[config.mk]
export PLATFORM = sky130hd
export DESIGN_NAME = axi4_wr_resp_track
export DESIGN_NICKNAME = d
export VERILOG_FILES = /design/src/rtl/axi4_wr_resp_track.sv
export SDC_FILE = /design/constraint.sdc
export NUM_CORES = 1
export LEC_CHECK = 0
export CAP_MARGIN = 20
export CORE_ASPECT_RATIO = 0.75
export CORE_UTILIZATION = 39
export DETAILED_ROUTE_END_ITERATION = 6
export PLACE_DENSITY = 0.74
export SYNTH_ARGS = -nofsm -noshare
export SYNTH_HDL_FRONTEND = slang
export SYNTH_SLANG_ARGS = --single-unit
[constraint.sdc]
create_clock -name clk_i -period 6 [get_ports clk_i]
set_input_delay 0.9 -clock clk_i [delete_from_list [all_inputs] [get_ports clk_i]]
set_output_delay 0.9 -clock clk_i [all_outputs]
set_load 0.05 [all_outputs]
[src/rtl/axi4_wr_resp_track.sv]
// Purpose: drains write responses from a FWFT CDC FIFO onto the AXI4 B channel and caps in-flight AW writes.
// Latency: FIFO non-empty to bvalid_o is 1 cycle; back-to-back responses at full rate while bready_i is high.
// Backpressure: bready_i low holds the B register and stops FIFO pops; AW is stalled when outstanding hits MAX_OUTSTANDING.
//
// Ports:
//   clk_i, rst_i                  clock, asynchronous active-high reset
//   aw_valid_i / aw_ready_o       upstream AW handshake (gated)
//   aw_valid_o / aw_ready_i       downstream AW handshake (gated)
//   fifo_data_i, fifo_empty_i     FWFT FIFO read side, data = {bid[3:0], bresp[1:0]}
//   fifo_pop_o                    FIFO pop, accepted in the same cycle
//   bvalid_o, bid_o, bresp_o      B channel output register
//   bready_i                      B channel ready
//   outstanding_o, idle_o         in-flight write count and idle status
//   err_unexpected_o, timeout_o   sticky error flags
//
// Optional macro AXI4_WR_RESP_TRACK_TIMEOUT_EN enables the response watchdog;
// without it timeout_o is tied low.

module axi4_wr_resp_track #(
  parameter int MAX_OUTSTANDING = 16,
  parameter int CNT_W           = 5,
  parameter int TIMEOUT_CYCLES  = 1024
) (
  input  logic             clk_i,
  input  logic             rst_i,
  input  logic             aw_valid_i,
  output logic             aw_ready_o,
  output logic             aw_valid_o,
  input  logic             aw_ready_i,
  input  logic [5:0]       fifo_data_i,
  input  logic             fifo_empty_i,
  output logic             fifo_pop_o,
  output logic             bvalid_o,
  output logic [3:0]       bid_o,
  output logic [1:0]       bresp_o,
  input  logic             bready_i,
  output logic [CNT_W-1:0] outstanding_o,
  output logic             idle_o,
  output logic             err_unexpected_o,
  output logic             timeout_o
);

  logic [CNT_W-1:0] outstanding_q;
  logic             bvalid_q;
  logic [3:0]       bid_q;
  logic [1:0]       bresp_q;
  logic             err_q;
  logic             stall;
  logic             aw_fire;
  logic             b_fire;

  // Stall depends only on the registered count, so a B handshake at the
  // limit reopens AW one cycle later with no bready_i -> aw_ready_o path.
  assign stall      = (outstanding_q == CNT_W'(MAX_OUTSTANDING));
  assign aw_valid_o = aw_valid_i & ~stall;
  assign aw_ready_o = aw_ready_i & ~stall;
  assign aw_fire    = aw_valid_o & aw_ready_i;
  assign b_fire     = bvalid_q & bready_i;

  // Pops are suppressed during reset so unread words survive in the FIFO.
  assign fifo_pop_o = ~rst_i & ~fifo_empty_i & (~bvalid_q | bready_i);

  always_ff @(posedge clk_i or posedge rst_i) begin
    if (rst_i) begin
      bvalid_q <= 1'b0;
      bid_q    <= 4'd0;
      bresp_q  <= 2'd0;
    end else if (fifo_pop_o) begin
      bvalid_q <= 1'b1;
      bid_q    <= fifo_data_i[5:2];
      bresp_q  <= fifo_data_i[1:0];
    end else if (bready_i) begin
      bvalid_q <= 1'b0;
    end
  end

  always_ff @(posedge clk_i or posedge rst_i) begin
    if (rst_i) begin
      outstanding_q <= '0;
      err_q         <= 1'b0;
    end else begin
      case ({aw_fire, b_fire})
        2'b10: outstanding_q <= outstanding_q + 1'b1;
        2'b01: begin
          // A response with nothing outstanding is flagged; count never wraps.
          if (outstanding_q != '0) outstanding_q <= outstanding_q - 1'b1;
          else                     err_q         <= 1'b1;
        end
        default: outstanding_q <= outstanding_q;
      endcase
    end
  end

`ifdef AXI4_WR_RESP_TRACK_TIMEOUT_EN
  localparam int TO_W = (TIMEOUT_CYCLES > 2) ? $clog2(TIMEOUT_CYCLES) : 1;
  localparam logic [TO_W-1:0] TO_MAX = TO_W'(TIMEOUT_CYCLES - 1);

  logic [TO_W-1:0] wdog_q;
  logic            timeout_q;

  always_ff @(posedge clk_i or posedge rst_i) begin
    if (rst_i) begin
      wdog_q    <= '0;
      timeout_q <= 1'b0;
    end else begin
      if (b_fire || (outstanding_q == '0)) wdog_q <= '0;
      else if (wdog_q != TO_MAX)           wdog_q <= wdog_q + 1'b1;
      if (wdog_q == TO_MAX) timeout_q <= 1'b1;
    end
  end

  assign timeout_o = timeout_q;
`else
  assign timeout_o = 1'b0;
`endif

  assign bvalid_o         = bvalid_q;
  assign bid_o            = bid_q;
  assign bresp_o          = bresp_q;
  assign outstanding_o    = outstanding_q;
  assign idle_o           = (outstanding_q == '0) & ~bvalid_q;
  assign err_unexpected_o = err_q;

endmodule
# Word level (Yosys, flattened, before mapping)
# Index checks and enable logic that the tools add are counted.
# op_classes
reduce_logical,6
n_mux,4
n_eq_ne,4
addsub,2
bitwise_logic,13
# op_table
cell,count
5-bit one-hot mux with 2 select lines,1
1-bit bitwise AND,7
5-bit by 1-bit adder with 5-bit output (second input constant),1
5-bit == test (second input constant),1
5-bit zero test,1
5-bit 2-to-1 mux,1
1-bit NOT,5
5-bit nonzero test,1
5-bit by 1-bit subtractor with 5-bit output (second input constant),1
2-bit AND reduction,2
2-bit nonzero test,2
2-bit by 1-bit == test with 1-bit output (second input constant),1
2-bit == test (second input constant),1
1-bit 2-to-1 mux,2
2-bit != test (second input constant),1
1-bit OR,1
# word_totals
output_inout_bits,18
register_bits,13
inputBits,12

# Depth between registers and ports, before layout
# logic_depth
word_depth,7
depth_mapped,10
ltp_nobuf,9

# Worst setup path after synthesis
# Ideal clock, no wire load.
# synth_timing
kind,register to output
start,reg outstanding_q[1] (netlist: outstanding_o[1])
end,out idle_o
t_required_ps,5100
slack_ps,2646
path_stages_with_launch,5
path_buffers,2
arrival_time_ps,2454
cell_sequence,dfrtp_1 > buf_6 > or4_1 > buf_2 > nor3_1
# synth_via
elab_chain_cells,2
# synth_rtl
element,line,text
"start, declared",43,logic [CNT_W-1:0] outstanding_q;
"start signal, assigned",83,2'b10: outstanding_q <= outstanding_q + 1'b1;
"start signal, assigned",86,if (outstanding_q != '0) outstanding_q <= outstanding_q - 1'b1;
"start signal, assigned",89,default: outstanding_q <= outstanding_q;
5-bit zero test,121,assign idle_o = (outstanding_q == '0) & ~bvalid_q;
1-bit bitwise AND,121,
"end, declared",38,"output logic idle_o,"
# Every way passes these cells.

# Worst setup path in the final report
# layout_timing
start,in bready_i
end,out fifo_pop_o
# layout_via
elab_chain_cells,2
# layout_rtl
element,line,text
"start, declared",36,"input logic bready_i,"
1-bit OR,61,assign fifo_pop_o = ~rst_i & ~fifo_empty_i & (~bvalid_q | bready_i);
1-bit bitwise AND,61,
"end, declared",32,"output logic fifo_pop_o,"
# Every way passes these cells.

==> impl_metrics.toml <==
[die]
die-area_um2 = 2060
start_util_pct = 41.8
rows = 13
core_um2 = 1760
die_h_um = 39.6
die_w_um = 52.1
boundaryPins = 30

[power_and_ir_drop]
p_int_uw = 255
power_density_nw_per_um2 = 478
switchingPower_uw = 241
p_leak_uw = 0.000426
switching_share_pct = 48.6
peakVddDrop_mv = 0.280
clkPwrFrac_pct = 10.7
p_seq_share_pct = 32.1
power_frac_comb_pct = 57.3

[logic_synthesis]
synth.largest_area_cell = "dfrtp_1"
synthCells = 69
yosys_warnings = 0
synth_top_area_share_pct = 44.3
yosysUniqueCellTypes = 30
syn_nets = 83
seq_area_frac_synth_pct = 44.3
synth.area.top_cells = "dfrtp_1, mux2_2, mux2_4"
ys_seq_elements = 13
avgSynthCellArea_um2 = 10.6
syn_area_um2 = 734

[finish]
nFillCells = 160
antenna_cells = 0
drive_gt1_share_pct = 15.6
utilization_pct = 59.0
syn_to_final_growth_pct = 41.1
fin_nets = 111

[critical_path]
setup.worst_path.end_class = "output port"
slowest_stage = "clkdlybuf4s50_1"
r2r-end = "outstanding_o[4]"
cp_slowest_stage_delay_ns = 0.80
cp_max_fo = 7
required_ns = 5.10
startpoint_type = "input pin"
path_class = "input pin to output port"
cp_cell_sequence = "clkdlybuf4s50_1 -> nand2b_1 -> nand2_1 -> inv_1 -> clkdlybuf4s50_1"
reg2reg_slack_ns = 3.23
arrival_ns = 2.61
reg2reg_from = "outstanding_o[1]"
r2r_cells = 9
crit_path_frequent_cell = "clkdlybuf4s50_1"

[sta]
setup_viol = 0
rsz0062_at_grt = "no"
relSlewSlack_pct = 66.3
min_period_ns = 3.51
hold_viol_final = 0
tightest_slew_ns = 0.504
slew_violations = 0
fin_skew_ns = 0.00274
hold_slack_ns = 0.500
clock.fmax_mhz = 285
finalSetupTns_ns = 0
finalCritPeriodShare_pct = 58.4

[clock_network]
post_cts_buffers = 0
root_buffer = "clkbuf_4"
cts_tree = "built"
cts_resized = 0
worstSkewPairLatency_ns = 0.27
clkTransAtPathRegs_ns = 0.07
cts_max_path_buffers = 2
cts_sinks = 13
htreeDepth = 1
cts_inserted_buffers = 3
ctsHoldBuffers = 0

[global_route]
track_usage_pct = 17.5
antenna_found_initial = 0
grt_first_pass_wirelength_um = 2450
grt_max_degree = 14
grt_pass1_vias = 543
grt_overflow = 0

[detailed_routing]
drtIter0Drc = 6
dr.pass1.iters = 3
vias_per_cell = 5.19
drt_wl_total_um = 1590
route.vias.total = 612
drc = 0
ant_nets = 0
avgRoutedWirePerCell_um = 13.5

[hold_path]
hold_path_depth = 1
hold_start = "err_unexpected_o"
hold_class = "flop to flop"
holdPathEnd = "err_unexpected_o"

[placed_design]
numPortBuffers = 28
gp_congestion = 0.773
dp_hpwl_um = 1230

[run_status]
status = "finished clean"

[job]
drv_cap = 0
## power by group through the flow
stage	logic (uW)	clock network, uW	registers [uW]
floorplan	119	0	242
global placement	280	0	159
detailed placement	284	0	159
CTS	285	55.9	158
global route	301	60.1	165
finish	284	52.7	159
## registers in the layout (all words and copies together), names as in the netlist
name,cells
outstanding_o,5
bvalid_o,1
bid_o,4
err_unexpected_o,1
bresp_o,2
## layer usage
metal | vias to the layer above | share of wire [%] | global-route usage (%) | routed length [um]
met5 | - | 0 | 0 | 0
met4 | 0 | 0.50 | 4.05 | 8
met3 | 2 | 4.8 | 6.98 | 77
met2 | 16 | 42 | 25.6 | 662
met1 | 288 | 53 | 23.8 | 842
li1 | 306 | - | - | -
## synth_stat cells
library cell   n
dfrtp_1       13
mux2_2         6
a31oi_1        4
nand2_1        4
a211oi_1       3
and2_1         3
nor2_1         3
nor3_1         3
a31o_2         2
buf_2          2
ha_1           2
inv_1          2
mux2_4         2
nor4_1         2
o21ai_0        2
xor2_1         2
a21o_1         1
a22oi_1        1
a32oi_1        1
buf_4          1
buf_6          1
clkbuf_1       1
conb_1         1
nand2b_1       1
nor4b_1        1
o31a_2         1
or2_2          1
or3_1          1
or4_1          1
xnor2_1        1
## cell families (layout without fill, tap and decap cells)
kind of cell    after synthesis  count (layout)  synth area share (%)
compound gates               15              15                  14.8
xor+xnor                      3               3                  3.58
fa+ha+maj                     2               2                  3.41
buf+inv                       7              34                  5.45
flops                        13              13                  44.3
mux                           8               8                  13.3
other cells                   1               1                 0.511
simple gates                 20              20                  14.7
## cell type report
type / count / area, um2 / area share (%)
Multi-Input combinational cell: 49 / 369 / 35.6
Tap cell: 22 / 27.5 / 2.66
Clock buffer: 4 / 26.3 / 2.54
Sequential cell: 13 / 325 / 31.4
Inverter: 2 / 7.51 / 0.725
Timing Repair Buffer: 28 / 280 / 27.1
## metrics by stage
step | total power, uW | worst slack (ns) | area, um2 | std cells
2_1_floorplan | 362 | 2.65 | 734 | 69
3_3_place_gp | 439 | 2.53 | 1010 | 114
3_5_place_dp | 443 | 2.49 | 1010 | 114
4_1_cts | 498 | 2.49 | 1040 | 118
5_1_grt | 526 | 2.40 | 1040 | 118
6_report | 495 | 2.49 | 1040 | 118
## critical path, delay by kind of cell
family	cells	cell delay, ns
buf+inv	3	1.39
simple gates	2	0.32
## worst max-delay path by stage
stage	from	to	slack, ns	cells after the start
6_report	bready_i	fifo_pop_o	2.49	5
3_5_place_dp	bready_i	fifo_pop_o	2.49	5
5_1_grt	bready_i	fifo_pop_o	2.40	5
2_1_floorplan	outstanding_o[1]	idle_o	2.65	4
4_1_cts	bready_i	fifo_pop_o	2.49	5
3_3_place_gp	bready_i	fifo_pop_o	2.53	5
## cells in the final DEF, fill, tap and decap left out, types with 2 or more instances in the layout
cell / synthesis / final
a31oi_1: 4 / 4
dfrtp_1: 13 / 13
ha_1: 2 / 2
clkdlybuf4s50_1: 0 / 28
clkbuf_4: 0 / 3
inv_1: 2 / 2
xor2_1: 2 / 2
nand2_1: 4 / 4
and2_1: 3 / 3
nor2_1: 3 / 3
a211oi_1: 3 / 3
mux2_4: 2 / 2
a31o_2: 2 / 2
nor3_1: 3 / 3
o21ai_0: 2 / 2
mux2_2: 6 / 6
nor4_1: 2 / 2
Note: power is estimated with default switching activity, not from simulation.
